`src/rtl/eespfal_seq_pkg.sv`:
```
// Shared types and constants for the EESPFAL switch sequencer:
// state enum, default phase lengths and the phase-counter width helper.
package eespfal_seq_pkg;

  typedef enum logic [2:0] {
    IDLE   = 3'd0,
    LOAD   = 3'd1,
    DISCH  = 3'd2,
    EVAL   = 3'd3,
    SAMPLE = 3'd4,
    RECOV  = 3'd5,
    DONE   = 3'd6
  } seq_state_e;

  localparam int DEF_BIT_SIZE     = 4;
  localparam int DEF_DIS_CYCLES   = 2;
  localparam int DEF_PHASE_CYCLES = 4;

  // Width needed to hold the longest phase length loaded into the counter.
  function automatic int cnt_width(input int dis_cycles, input int phase_cycles);
    int longest;
    longest = (dis_cycles > phase_cycles) ? dis_cycles : phase_cycles;
    return $clog2(longest + 1);
  endfunction

endpackage

```
`src/rtl/eespfal_phase_timer.sv`:
```
// Loadable down-counter used to time each sequencer phase.
// last is high while the count equals 1, i.e. in the final cycle of a phase.
module eespfal_phase_timer #(
  parameter int W = 3
) (
  input  logic         clk,
  input  logic         rst_n,
  input  logic         load,
  input  logic [W-1:0] load_val,
  output logic         last
);

  logic [W-1:0] cnt_q;
  logic [W-1:0] cnt_d;

  // Next count: reload on phase entry, otherwise count down and rest at zero.
  always_comb begin
    cnt_d = cnt_q;
    if (load) begin
      cnt_d = load_val;
    end else if (cnt_q != '0) begin
      cnt_d = cnt_q - W'(1);
    end
  end

  // Count register.
  always_ff @(posedge clk) begin
    if (!rst_n) begin
      cnt_q <= '0;
    end else begin
      cnt_q <= cnt_d;
    end
  end

  assign last = (cnt_q == W'(1));

endmodule

```
`src/rtl/eespfal_switch_sequencer.sv`:
```
// Sequencer for the EESPFAL adiabatic switch macro: latches one (x, k) pair,
// drives dual-rail operands, runs discharge / evaluate / sample / recover
// phases and hands the sampled result back with a per-bit rail-fault flag.
// Optional feature macro: EESPFAL_SEQ_RAIL_CHECK_EN (rail-integrity check on
// s_i / s_bar_i; when undefined out_err is tied to 0 and s_bar_i is unused).
//
// Handshakes: a transfer happens on a clock edge where valid and ready are
// both high; valid holds with stable data until that edge, and ready never
// depends combinationally on valid.
module eespfal_switch_sequencer
  import eespfal_seq_pkg::*;
#(
  parameter int BIT_SIZE     = DEF_BIT_SIZE,
  parameter int DIS_CYCLES   = DEF_DIS_CYCLES,
  parameter int PHASE_CYCLES = DEF_PHASE_CYCLES
) (
  input  logic                clk,
  input  logic                rst_n,
  input  logic [BIT_SIZE-1:0] bit_en,
  input  logic                in_valid,
  output logic                in_ready,
  input  logic [BIT_SIZE-1:0] in_x,
  input  logic [BIT_SIZE-1:0] in_k,
  output logic                out_valid,
  input  logic                out_ready,
  output logic [BIT_SIZE-1:0] out_s,
  output logic [BIT_SIZE-1:0] out_err,
  output logic [BIT_SIZE-1:0] sw_clk,
  output logic [BIT_SIZE-1:0] sw_dis,
  output logic                sw_dis_phase,
  output logic [BIT_SIZE-1:0] sw_x,
  output logic [BIT_SIZE-1:0] sw_x_bar,
  output logic [BIT_SIZE-1:0] sw_k,
  output logic [BIT_SIZE-1:0] sw_k_bar,
  input  logic [BIT_SIZE-1:0] s_i,
  input  logic [BIT_SIZE-1:0] s_bar_i
);

  localparam int CW = cnt_width(DIS_CYCLES, PHASE_CYCLES);

  seq_state_e state_q, state_d;

  logic [BIT_SIZE-1:0] x_q, x_d;
  logic [BIT_SIZE-1:0] k_q, k_d;
  logic [BIT_SIZE-1:0] en_q, en_d;

  logic                in_ready_q, in_ready_d;
  logic                out_valid_q, out_valid_d;
  logic [BIT_SIZE-1:0] out_s_q, out_s_d;
  logic [BIT_SIZE-1:0] sw_clk_q, sw_clk_d;
  logic [BIT_SIZE-1:0] sw_dis_q, sw_dis_d;
  logic                sw_dis_phase_q, sw_dis_phase_d;
  logic [BIT_SIZE-1:0] sw_x_q, sw_x_d;
  logic [BIT_SIZE-1:0] sw_x_bar_q, sw_x_bar_d;
  logic [BIT_SIZE-1:0] sw_k_q, sw_k_d;
  logic [BIT_SIZE-1:0] sw_k_bar_q, sw_k_bar_d;

  logic          accept;
  logic          rails_on;
  logic          timer_load;
  logic [CW-1:0] timer_val;
  logic          timer_last;

  // Single shared phase counter, reloaded on every timed phase entry.
  eespfal_phase_timer #(
    .W(CW)
  ) u_timer (
    .clk      (clk),
    .rst_n    (rst_n),
    .load     (timer_load),
    .load_val (timer_val),
    .last     (timer_last)
  );

  // Next-state logic and phase-counter loads.
  always_comb begin
    state_d    = state_q;
    timer_load = 1'b0;
    timer_val  = '0;
    accept     = in_valid && in_ready_q;
    unique case (state_q)
      IDLE: begin
        if (accept) state_d = LOAD;
      end
      LOAD: begin
        state_d    = DISCH;
        timer_load = 1'b1;
        timer_val  = CW'(DIS_CYCLES);
      end
      DISCH: begin
        if (timer_last) begin
          state_d    = EVAL;
          timer_load = 1'b1;
          timer_val  = CW'(PHASE_CYCLES);
        end
      end
      EVAL: begin
        if (timer_last) state_d = SAMPLE;
      end
      SAMPLE: begin
        state_d    = RECOV;
        timer_load = 1'b1;
        timer_val  = CW'(PHASE_CYCLES);
      end
      RECOV: begin
        if (timer_last) state_d = DONE;
      end
      DONE: begin
        if (out_ready) state_d = IDLE;
      end
      default: state_d = IDLE;
    endcase
  end

  // Output values for the coming state; registering them keeps every port a flop output.
  always_comb begin
    x_d  = accept ? in_x   : x_q;
    k_d  = accept ? in_k   : k_q;
    en_d = accept ? bit_en : en_q;

    rails_on = (state_d inside {LOAD, DISCH, EVAL, SAMPLE, RECOV});

    sw_x_d     = rails_on ? ( x_d & en_d) : '0;
    sw_x_bar_d = rails_on ? (~x_d & en_d) : '0;
    sw_k_d     = rails_on ? ( k_d & en_d) : '0;
    sw_k_bar_d = rails_on ? (~k_d & en_d) : '0;

    sw_dis_d       = (state_d == DISCH) ? en_d : '0;
    sw_dis_phase_d = (state_d == DISCH);
    sw_clk_d       = (state_d inside {EVAL, SAMPLE}) ? en_d : '0;

    in_ready_d  = (state_d == IDLE);
    out_valid_d = (state_d == DONE);

    out_s_d = (state_q == SAMPLE) ? (s_i & en_q) : out_s_q;
  end

  // State, latched operands and registered outputs.
  always_ff @(posedge clk) begin
    if (!rst_n) begin
      state_q        <= IDLE;
      x_q            <= '0;
      k_q            <= '0;
      en_q           <= '0;
      in_ready_q     <= 1'b0;
      out_valid_q    <= 1'b0;
      out_s_q        <= '0;
      sw_clk_q       <= '0;
      sw_dis_q       <= '0;
      sw_dis_phase_q <= 1'b0;
      sw_x_q         <= '0;
      sw_x_bar_q     <= '0;
      sw_k_q         <= '0;
      sw_k_bar_q     <= '0;
    end else begin
      state_q        <= state_d;
      x_q            <= x_d;
      k_q            <= k_d;
      en_q           <= en_d;
      in_ready_q     <= in_ready_d;
      out_valid_q    <= out_valid_d;
      out_s_q        <= out_s_d;
      sw_clk_q       <= sw_clk_d;
      sw_dis_q       <= sw_dis_d;
      sw_dis_phase_q <= sw_dis_phase_d;
      sw_x_q         <= sw_x_d;
      sw_x_bar_q     <= sw_x_bar_d;
      sw_k_q         <= sw_k_d;
      sw_k_bar_q     <= sw_k_bar_d;
    end
  end

`ifdef EESPFAL_SEQ_RAIL_CHECK_EN
  logic [BIT_SIZE-1:0] out_err_q, out_err_d;

  // A healthy dual-rail bit has exactly one rail high; equal rails flag a fault.
  always_comb begin
    out_err_d = (state_q == SAMPLE) ? ((s_i ~^ s_bar_i) & en_q) : out_err_q;
  end

  // Rail-fault register, captured alongside out_s.
  always_ff @(posedge clk) begin
    if (!rst_n) begin
      out_err_q <= '0;
    end else begin
      out_err_q <= out_err_d;
    end
  end

  assign out_err = out_err_q;
`else
  logic unused_s_bar;
  assign unused_s_bar = ^s_bar_i;
  assign out_err      = '0;
`endif

  assign in_ready     = in_ready_q;
  assign out_valid    = out_valid_q;
  assign out_s        = out_s_q;
  assign sw_clk       = sw_clk_q;
  assign sw_dis       = sw_dis_q;
  assign sw_dis_phase = sw_dis_phase_q;
  assign sw_x         = sw_x_q;
  assign sw_x_bar     = sw_x_bar_q;
  assign sw_k         = sw_k_q;
  assign sw_k_bar     = sw_k_bar_q;

endmodule

```
`config.mk`:
```
export PLATFORM = sky130hd
export DESIGN_NAME = eespfal_switch_sequencer
export DESIGN_NICKNAME = d
export VERILOG_FILES = /design/src/rtl/eespfal_seq_pkg.sv /design/src/rtl/eespfal_phase_timer.sv /design/src/rtl/eespfal_switch_sequencer.sv
export SDC_FILE = /design/constraint.sdc
export NUM_CORES = 1
export LEC_CHECK = 0
export BUFFER_PORTS_ARGS = -buffer_cell sky130_fd_sc_hd__clkbuf_2
export CAP_MARGIN = 5
export CORE_MARGIN = 5
export CORE_UTILIZATION = 38
export DETAILED_ROUTE_END_ITERATION = 8
export PLACE_DENSITY_LB_ADDON = 0.05
export RECOVER_POWER = 100
export REMOVE_ABC_BUFFERS = 1
export SLEW_MARGIN = 0
export SYNTH_ARGS = -nofsm -noshare
export SYNTH_HDL_FRONTEND = slang
export SYNTH_SLANG_ARGS = --single-unit
export TNS_END_PERCENT = 100
```
`constraint.sdc`:
```
create_clock -name clk -period 3.65 [get_ports clk]
set_input_delay 0.73 -clock clk [delete_from_list [all_inputs] [get_ports clk]]
set_output_delay 0.73 -clock clk [all_outputs]
set_load 0.05 [all_outputs]
```
==> key figures <==
Run status
  – Result of the run: complete, no violations

STA
  – Post-route worst hold slack: 457 ps
  – Headroom to the max-slew limit: between 40% and 50%
  – Hold violation count in the final report: 0
  – Number of max-slew violations in the final report: 0
  – Period utilisation layout: 56.6%
  – # setup viols final: 0
  – Time the final worst path needs with I/O delays and setup: 2060 ps
  – Final setup skew: 4.15 ps
  – Actual slew at the worst max-slew pin: 837 ps
  – Max Clk Rate: 484 MHz
  – Setup TNS: 0 ps
  – RSZ-0062 raised after global routing: false

GRT
  – Pin count of the biggest net entering global routing: 27
  – First-pass GRT wire length: between 6000 and 7000 µm
  – Antenna violations before repair: 0
  – Vias in the first global route: around 1,300
  – Total gr overflow: 0
  – Global routing usage summed across all routing layers: 13.3%

Final layout
  – Area overhead of the layout relative to synthesis: 13.9%
  – Fill count: ~500
  – Fraction of layout instances using a drive strength above 1: 13.6%
  – Layout net count: approximately 260
  – Antenna cell count: 0

Floorplan
  – Die boundary width: approximately 80 µm
  – I/O pin count: 59
  – Initial core utilization: 39.5%
  – CORE AREA: roughly 4800 µm²
  – Row count: 25
  – Overall die area: between 6000 and 7000 µm²
  – DIE HEIGHT: just over 80 µm

Min path
  – Critical hold path startpoint: out_s[3]
  – Hold path endpoint: out_s[3]
  – Class of the worst hold path: reg -> reg
  – Worst hold stages: 2

Logic synthesis
  – Share of synthesized registers carrying an async set or reset: 0%
  – Cell types with the highest counts after synthesis: sky130_fd_sc_hd__dfxtp_1, sky130_fd_sc_hd__nor2b_1, sky130_fd_sc_hd__mux2i_1
  – Average size of a mapped cell: 10.4 µm²
  – Synth area leader: sky130_fd_sc_hd__dfxtp_1
  – Post-synthesis cell area: between 1500 and 2000 µm²
  – Share of the synthesized area in the top cell type: 52.0%
  – Sequential element share of the synthesized area: approximately 52%
  – Count of mapped cells out of synthesis: 181
  – Yosys cell types: 36
  – Most frequent cell after synthesis: sky130_fd_sc_hd__dfxtp_1
  – Yosys warning count: 0
  – Number of synthesized flops with an enable pin: 0
  – Predominant post-synthesis flop cell: sky130_fd_sc_hd__dfxtp_1
  – Area contributors post-synth: sky130_fd_sc_hd__dfxtp_1, sky130_fd_sc_hd__mux2i_1, sky130_fd_sc_hd__nor2b_1, sky130_fd_sc_hd__nor3_2, sky130_fd_sc_hd__nor3b_2
  – Flops & latches, synth: 49

Route
  – Detailed Route Iter0 Violations: between 60 and 70
  – Number of DRC violations after detailed routing: 0
  – Number of antenna-violating nets in the routed design: 0
  – Routed wire length per instance: 14.0 µm
  – Length of the first detailed-routing pass in iterations: 4
  – Total number of vias: between 1,000 and 1,500
  – DRT Wirelength: 4140 µm
  – Via density per instance: between 4 and 5

Clock tree
  – Clock Root Buffer: sky130_fd_sc_hd__clkbuf_8
  – Worst skew pair latency: a little under 300 ps
  – CTS-repair resized insts: 0
  – Maximum level of the CTS H-tree: 2
  – Number of buffers created by CTS: 5
  – CTS sink cnt: 49
  – Buffers inserted during post-CTS setup optimization: 0
  – Maximum root-to-sink buffer count: 2
  – Cts hold-fix bufs: 0
  – Clk slew on worst S/H paths: ~80 ps
  – CTS tree: yes

Critical path
  – Crit Reg-Reg Endpoint: sw_x[3]
  – Type of the worst setup path: reg -> reg
  – Capturing element type of the critical path: flip-flop
  – Largest fanout on the critical path: 16
  – Required time of the worst setup path: roughly 3800 ps
  – Worst R2R Path Depth: 6
  – Critical R2R Launch: u_timer.cnt_q[1]
  – Worst Setup Start Kind: flip-flop
  – Worst-case register-to-register setup slack: approximately 1600 ps
  – Data arrival time of the critical path: 2220 ps

Power and ir drop
  – Leakage: between 0.8 and 0.9 nW
  – Worst ir drop on vdd: 0.000209 V
  – Overall power: 1.22 mW
  – Power per unit of standard cell area: 568 nW/µm²

Placement
  – Detailed placer's ending HPWL: about 2900 µm
  – Placer Congestion: 0.774
  – IO buf count: 50

Job
  – Reported max-cap violation count: 0
cells by family (layout without fill, tap and decap cells):
kind of cell             Yosys count  in the layout  synth area share [%]
AO/OA/AOI/OAI                     26             26                  9.81
adder cells (fa/ha/maj)            3              3                  1.99
flip-flops                        49             49                  52.0
buffers and inverters             18             62                  5.63
XOR/XNOR                           2              2                 0.928
AND/OR/NAND/NOR                   68             68                  22.1
multiplexers                      14             14                  7.42
other                              1              4                 0.199
metal layers:
layer / track usage (%) / part of all wire (%) / vias up
met5: 0 / 0 / -
met4: 3.72 / 1.1 / 0
met3: 4.93 / 7.8 / 5
met2: 19.6 / 43 / 55
met1: 18.0 / 48 / 629
li1: - / - / 696
worst max path at each step:
stage | startpoint | to | slack [ps] | cells after the start
floorplan | in_valid | sw_k_bar[1] | 1880 | 3
global placement | in_valid | sw_k_bar[1] | 1530 | 4
detailed placement | in_valid | sw_k[1] | 1480 | 4
CTS | u_timer.cnt_q[1] | sw_x[3] | 1530 | 6
global route | u_timer.cnt_q[1] | sw_x[3] | 1400 | 6
finish | u_timer.cnt_q[1] | sw_x[3] | 1590 | 6
stage by stage:
stage                     cell area, µm²  setup slack, ps  util, %  instances
after floorplan                     1810             1880        -        171
after global routing                2150             1400     44.9        295
after CTS                           2240             1530     46.7        295
final                               2150             1590     44.9        295
after global placement              2150             1530     44.8        288
after detailed placement            2150             1480     44.8        288
sequential cells by signal (all words and copies together), names as in the netlist:
| register | cells |
|---|---|
| k_q | 4 |
| sw_x_bar | 4 |
| sw_clk | 4 |
| sw_k | 4 |
| sw_x | 4 |
| x_q | 4 |
| in_ready | 1 |
| sw_k_bar | 4 |
| state_q | 3 |
| en_q | 4 |
| u_timer.cnt_q | 3 |
| out_s | 4 |
| sw_dis_phase | 1 |
| sw_dis | 4 |
| out_valid | 1 |
critical path: stages, from the launching register on:
cell	delay, ps
sky130_fd_sc_hd__dfxtp_1	300
sky130_fd_sc_hd__inv_1	110
sky130_fd_sc_hd__ha_1	150
sky130_fd_sc_hd__nor2b_1	480
sky130_fd_sc_hd__a21oi_1	210
sky130_fd_sc_hd__o211ai_4	540
sky130_fd_sc_hd__nor3_1	130
where the power goes:
group	total [mW]	switching, mW	internal [mW]
Sequential	0.598	0.0273	0.571
Clock	0.316	0.166	0.150
Combinational	0.307	0.196	0.111
Total	1.22	0.389	0.832
area by class of cell:
| type | count | area (µm²) | share of cell area, % |
|---|---|---|---|
| inverters | 5 | 18.8 | 0.873 |
| repair buffers | 50 | 211 | 9.83 |
| multi-input cells | 117 | 766 | 35.6 |
| clock inverters | 1 | 7.51 | 0.349 |
| flip-flops and latches | 49 | 981 | 45.6 |
| clock buffers | 6 | 82.6 | 3.84 |
| well taps | 67 | 83.8 | 3.90 |
cells in the final DEF (no fill, tap or decap), types with 2 or more instances in the layout:
cell	instances
sky130_fd_sc_hd__clkbuf_8	6
sky130_fd_sc_hd__and3_1	2
sky130_fd_sc_hd__inv_1	4
sky130_fd_sc_hd__dfxtp_1	49
sky130_fd_sc_hd__nor3_2	2
sky130_fd_sc_hd__conb_1	4
sky130_fd_sc_hd__nor2_1	11
sky130_fd_sc_hd__ha_1	3
sky130_fd_sc_hd__o211ai_1	2
sky130_fd_sc_hd__o21ai_0	8
sky130_fd_sc_hd__a21oi_1	4
sky130_fd_sc_hd__a21boi_1	4
sky130_fd_sc_hd__nor3_1	8
sky130_fd_sc_hd__nor3b_1	7
sky130_fd_sc_hd__mux2i_1	14
sky130_fd_sc_hd__clkbuf_1	31
sky130_fd_sc_hd__a21boi_0	2
sky130_fd_sc_hd__nor2b_1	16
sky130_fd_sc_hd__nand3_1	7
sky130_fd_sc_hd__nand2_1	11
sky130_fd_sc_hd__clkbuf_2	19
Note: power is estimated with default switching activity, not from simulation.
